**config.mk**
```make
export PLATFORM = sky130hd
export DESIGN_NAME = display_scan_ctrl
export DESIGN_NICKNAME = d
export VERILOG_FILES = /design/src/rtl/display_scan_ctrl.sv
export SDC_FILE = /design/constraint.sdc
export NUM_CORES = 1
export LEC_CHECK = 0
export ABC_AREA = 1
export CORE_UTILIZATION = 30
export CTS_BUF_LIST = sky130_fd_sc_hd__clkbuf_4 sky130_fd_sc_hd__clkbuf_8 sky130_fd_sc_hd__clkbuf_16
export DETAILED_ROUTE_END_ITERATION = 7
export GPL_TIMING_DRIVEN = 1
export PLACE_DENSITY_LB_ADDON = 0.15
export SETUP_SLACK_MARGIN = 0.1
export SLEW_MARGIN = 5
export SYNTH_ARGS = -nofsm -noshare
export SYNTH_HDL_FRONTEND = slang
export SYNTH_SLANG_ARGS = --single-unit
```
**constraint.sdc**
```tcl
create_clock -name clk -period 2.2 [get_ports clk]
set_clock_uncertainty 0.15 [all_clocks]
set_input_delay 0.22 -clock clk [delete_from_list [all_inputs] [get_ports clk]]
set_output_delay 0.22 -clock clk [all_outputs]
set_load 0.02 [all_outputs]
```
**src/rtl/display_scan_ctrl.sv**
```systemverilog
// display_scan_ctrl: time-multiplexes one shared code decoder across four digits with blanking and frame-synchronous data updates.
module display_scan_ctrl #(
  parameter int SHOW_CYCLES  = 1000,
  parameter int BLANK_CYCLES = 4
) (
  input  logic        clk,
  input  logic        rst,
  input  logic        en,
  input  logic        wr_valid,
  input  logic [19:0] wr_data,
  output logic        wr_ready,
  output logic        c1,
  output logic        c2,
  output logic        c3,
  output logic        c4,
  output logic        c5,
  output logic [3:0]  an,
  output logic        frame_done
);
  typedef enum logic [1:0] {IDLE, BLANK, SHOW} state_t;
  localparam logic [15:0] SHOW_LAST  = 16'(SHOW_CYCLES - 1);
  localparam logic [15:0] BLANK_LAST = 16'(BLANK_CYCLES - 1);
  state_t      state_q, state_d;
  logic [15:0] cnt_q, cnt_d;
  logic [1:0]  idx_q, idx_d;
  logic [19:0] act_q, act_d, pend_q, pend_d, act_sh;
  logic        pend_empty_q, pend_empty_d, frame_d, commit;
  logic [3:0]  an_q, an_d;
  logic [4:0]  c_q, c_d;
  logic        frame_q;
  always_comb begin
    state_d = state_q;
    cnt_d   = cnt_q + 16'd1;
    idx_d   = idx_q;
    frame_d = 1'b0;
    if (!en) begin
      state_d = IDLE;
      cnt_d   = '0;
      idx_d   = '0;
    end else if (state_q == IDLE) begin
      state_d = BLANK;
      cnt_d   = '0;
    end else if (state_q == BLANK && cnt_q == BLANK_LAST) begin
      state_d = SHOW;
      cnt_d   = '0;
    end else if (state_q == SHOW && cnt_q == SHOW_LAST) begin
      state_d = BLANK;
      cnt_d   = '0;
      idx_d   = idx_q + 2'd1;
      frame_d = idx_q == 2'd3;
    end
    // pending data only lands on a frame boundary, or straight away while parked
    commit       = !pend_empty_q && (state_q == IDLE || frame_d);
    act_d        = commit ? pend_q : act_q;
    pend_d       = (wr_valid && pend_empty_q) ? wr_data : pend_q;
    pend_empty_d = commit || (pend_empty_q && !wr_valid);
    act_sh       = act_d >> ({3'b000, idx_d} * 5'd5);
    c_d          = state_d == IDLE ? 5'd0 : act_sh[4:0];
    an_d         = state_d == SHOW ? ~(4'b0001 << idx_d) : 4'hF;
  end
  always_ff @(posedge clk) begin
    if (rst) begin
      state_q      <= IDLE;
      cnt_q        <= '0;
      idx_q        <= '0;
      act_q        <= '0;
      pend_q       <= '0;
      pend_empty_q <= 1'b1;
      an_q         <= 4'hF;
      c_q          <= '0;
      frame_q      <= 1'b0;
    end else begin
      state_q      <= state_d;
      cnt_q        <= cnt_d;
      idx_q        <= idx_d;
      act_q        <= act_d;
      pend_q       <= pend_d;
      pend_empty_q <= pend_empty_d;
      an_q         <= an_d;
      c_q          <= c_d;
      frame_q      <= frame_d;
    end
  end
  assign wr_ready           = pend_empty_q;
  assign an                 = an_q;
  assign frame_done         = frame_q;
  assign {c1, c2, c3, c4, c5} = c_q;
endmodule

```
-- Word level (Yosys, flattened, before mapping)
Cells that the tools add are included.
- output and inout port bits: 11
- bits in writable memories: 0
- register bits: 71
- input bits: 24
- word-level logic and storage cells: 50
- memories kept: 0
- memory bits (read-only): 0
- latch bits: 0
- $mul: 1
- mux-type cells: 13
- magnitude comparators: 0
- equal/unequal tests: 6
- $add $sub $neg: 2
- divide/modulo/power cells: 0
- shifts and indexed selects: 2
- bitwise gates (word level): 3
- reduce and logical (&&, ||, !) cells: 14
- operator list (operator ; count):
    20-bit 2-to-1 mux ; 1
    20-bit by 5-bit >> shifter with 5-bit output ; 1
    16-bit by 1-bit adder with 16-bit output, second input constant ; 1
    16-bit by 10-bit == test with 1-bit output, second input constant ; 1
    16-bit by 2-bit == test with 1-bit output, second input constant ; 1
    2-bit 2-to-1 mux ; 8
    2-bit == test, second input constant ; 3
    1-bit logical AND ; 5
    2-bit by 3-bit multiplier with 5-bit output, second input constant ; 1
    5-bit OR reduction ; 1
    2-bit zero test ; 2
    1-bit 2-to-1 mux ; 4
    4-bit NOT ; 1
    2-bit OR reduction ; 2
    1-bit by 2-bit left shift with 4-bit output, first input constant ; 1
    2-bit by 1-bit adder with 2-bit output, second input constant ; 1
    2-bit by 1-bit == test with 1-bit output, second input constant ; 1
    1-bit zero test ; 2
    1-bit logical OR ; 2
    1-bit NOT ; 2

-- Logic depth before layout (Yosys ltp)
- depth after elaboration: 10
- mapped depth: 14
- mapped depth without buffers: 13

-- Worst setup path before layout
Ideal clock, no wire load.
- path kind: reg2reg
- start point: register cnt_q[0]
- end point: register c_q[4]
- arrival time: 1.581 ns
- path slack: 0.350 ns
- library setup time: 0.118 ns
- period minus slack after synthesis: 1.850 ns
- data required time: 1.932 ns
- cell stages (with the launch flop): 14
- path buffers: 1
- path through: dfxtp_1 ha_1 nand4_1 nor2_4 nand4_4 nand2_4 nand2_4 buf_6 nand2_1 nand2_1 nand2_1 nand2_1 nor2_1 nor2_1
- longest elaborated chain between the ends: 10
- elaborated cells between the ends (all ways): 23
- those cells by class: 1 x mul; 2 x eq/ne; 1 x shift; 13 x mux; 6 x reduce/logical
- RTL lines (element ; RTL line ; text):
    start, declared ; 24 ; logic [15:0] cnt_q, cnt_d;
    start signal, assigned ; 74 ; cnt_q <= cnt_d;
    branches (longest 10 deep; another with 2-bit by 3-bit multiplier with 5-bit output) ; - ;
    end signal, assigned ; 70 ; c_q <= '0;
    end signal, assigned ; 80 ; c_q <= c_d;
    end, declared ; 29 ; logic [4:0] c_q, c_d;
Parallel ways; which one is timed is not known.
A chain may end at the register's enable or synchronous reset.

-- Worst setup path after layout
- start point: register cnt_q[0]
- end point: register c_q[2]
The elaborated chain is that of the path after synthesis.

==> metrics.yaml <==
grt_max_degree: 25
rows: 36
multi_input_area_um2: 1520
reg2reg_to: "c_q[2]"
rsz0062_at_grt: "yes"
async_reset_ff_share_pct: 0
r2r_cells: 12
cts_num_sinks: 71
min_period_ns: 1.98
clock.fmax_mhz: 504
wire_per_inst_um: 11.7
design.die.area_um2: 10600
slew_viol_final: 0
first_pass_iters: 4
syn2layout_area_growth_pct: 25.7
arrival_ns: 2.12
cap_violations: 0
die_h_um: 103
setup_tns_ns: 0
final_cell_mix: "nand2_1 (86), nor2_1 (76), dfxtp_1 (68)"
worstSetupPathType: "reg2reg"
crit_path_max_fanout: 16
coreArea_um2: 9820
antenna_left: 0
reg2reg_from: "cnt_q[0]"
topRoutingLayerUsed: "met4"
grt_pass1_wl_um: 11000
grt_pass1_vias: 2339
worst_slack_ns: 0.217
synth_flop_cell: "dfxtp_1"
cp-start-kind: "register"
r2r_slack_ns: 0.22
whs_endpoint: "cnt_q[0]"
ir_drop_uv: 230
power.leakage_nw: 1.60
cts_tree: "built"
hold_viol: 0
post-place-ws_ns: 0.0778
layout_commonest_cell: "nand2_1"
synthesis.area_um2: 3060
drtIter0Drc: 72
syn_avg_cell_area_um2: 7.56
drt-met1-wl_um: 3430
num_antenna_cells: 0
fillCellCount: 1095
min_from: "cnt_q[0]"
seqCellArea_um2: 1430
tightest_slew_ns: 0.596
antenna_found_initial: 0
totalWireLength_um: 6850
slew_headroom_pct: 60.2
gp_congestion: 0.711
vias: 2625
cp-end-kind: "register"
synth_edf_count: 0
path_clk_slew_ns: 0.08
yosysUniqueCellTypes: 33
required_ns: 2.34
cts-htree-levels: 3
p_per_area_nw_per_um2: 646
setup_viol: 0
clock_latency_ns: 0.34
io_buffers: 34
synth_nets: 431
clk_path_buf_depth: 2
dr_wl_met2_um: 3060
yosysSeqAreaShare_pct: 46.4
synthCells: 405
synth-seq-cells: 71
hold_ws_ns: 0.293
nNetsFinal: 477
hold_buffers: 0
cts_made_buffers: 9
pin_count: 35
initial_core_util_pct: 31.2
drcViolationCount: 0
drive_above_1_share_pct: 15.4
synth_warnings: 0
hp-class: "reg2reg"
overflow: 0
root_buffer: "clkbuf_8"
hpwl_um: 5010
wl_met3_um: 228
fin_crit_sh_pct: 90.1
vias_per_cell: 4.46
min_path_cells: 1
die_w_um: 103
status: "completed"
grt_util_all_layers_pct: 13.8
==> stage by stage <==
stage	std cells	util, %	total power, W	cell area [µm²]
global route	588	39.2	0.00261	3850
CTS	581	38.0	0.00251	3730
floorplan	405	-	0.00152	3060
global placement	565	36.1	0.00160	3540
finish	588	39.2	0.00248	3850
detailed placement	565	36.1	0.00161	3540
==> power by group <==
group | leakage [nW] | switching (W) | internal, W
clock network | 0.0809 | 0.000500 | 0.000398
registers | 0.580 | 0.0000259 | 0.00133
logic | 0.940 | 0.000128 | 0.000102
==> sequential cells by signal, summed over array words and instances (netlist names) <==
name	count
act_q	20
an	4
c_q	5
cnt_q	16
frame_done	1
idx_q	2
pend_q	20
state_q	2
wr_ready	1
==> final cells by class <==
cell class,count,share of cell area (%)
timing repair buffer,50,12.4
multi-input combinational,293,39.4
tap,133,4.32
inverter,26,2.54
clock inverter,6,1.01
clock buffer,9,3.22
sequential,71,37.1
==> worst max path at each step <==
stage                         to  slack (ns)  depth (start not counted)  startpoint
after global placement    c_q[4]        0.14                         12          en
after floorplan           c_q[4]        0.35                         13    cnt_q[0]
final                     c_q[2]        0.22                         12    cnt_q[0]
after global routing      c_q[3]        0.06                         11    cnt_q[0]
after detailed placement  c_q[4]        0.08                         12    cnt_q[0]
after CTS                 c_q[0]        0.10                         12    cnt_q[0]
==> kinds of logic (layout without fill, tap and decap cells) <==
family / count (synthesis) / in the layout / share of synthesized area, %
buf+inv: 42 / 91 / 6.17
compound gates: 51 / 51 / 8.66
xor+xnor: 6 / 6 / 1.72
flops: 71 / 71 / 46.4
simple gates: 233 / 234 / 36.2
fa+ha+maj: 2 / 2 / 0.817
==> synthesized netlist by cell type (2+ instances only) <==
cell type | n | area share (%)
nor3b_1 | 3 | 0.74
nor2_4 | 2 | 0.74
buf_6 | 4 | 1.5
a21oi_1 | 23 | 3.8
nor3_1 | 4 | 0.65
nand2_1 | 87 | 11
inv_1 | 23 | 2.8
nand3_2 | 2 | 0.65
nand2_4 | 2 | 0.74
ha_1 | 2 | 0.82
nand4_1 | 6 | 1.2
inv_2 | 3 | 0.37
nand3_4 | 2 | 1.1
nor2_1 | 78 | 9.6
dfxtp_1 | 71 | 46
nand2_2 | 12 | 2.5
o21ai_0 | 22 | 3.6
nand3_1 | 26 | 4.2
nor2b_4 | 2 | 0.90
nor4_1 | 3 | 0.61
a31oi_1 | 2 | 0.41
xor2_1 | 4 | 1.1
xnor2_1 | 2 | 0.57
clkbuf_1 | 11 | 1.3
==> critical path: stages (launching register included) <==
cell and delay (ns):
dfxtp_4 0.37, ha_4 0.13, nand4_1 0.16, nor2_4 0.21
nand4_4 0.14, nand2_8 0.15, buf_12 0.15, nand3_1 0.14
nand2_1 0.10, nand2_1 0.05, nand2_1 0.06, nor2_1 0.04
nor2_1 0.08
==> metal layers <==
layer	track usage (%)	vias up
met5	0	-
met4	6.61	0
met3	3.05	13
met2	22.2	49
met1	17.4	1170
li1	-	1393
==> what timing repair did <==
action,in CTS,in global routing
setup endpoints to repair,2,9
resized for setup,2,16
buffers inserted,1,6
pin swaps,1,8
gates cloned,0,1
(Power assumes the default switching activity.)
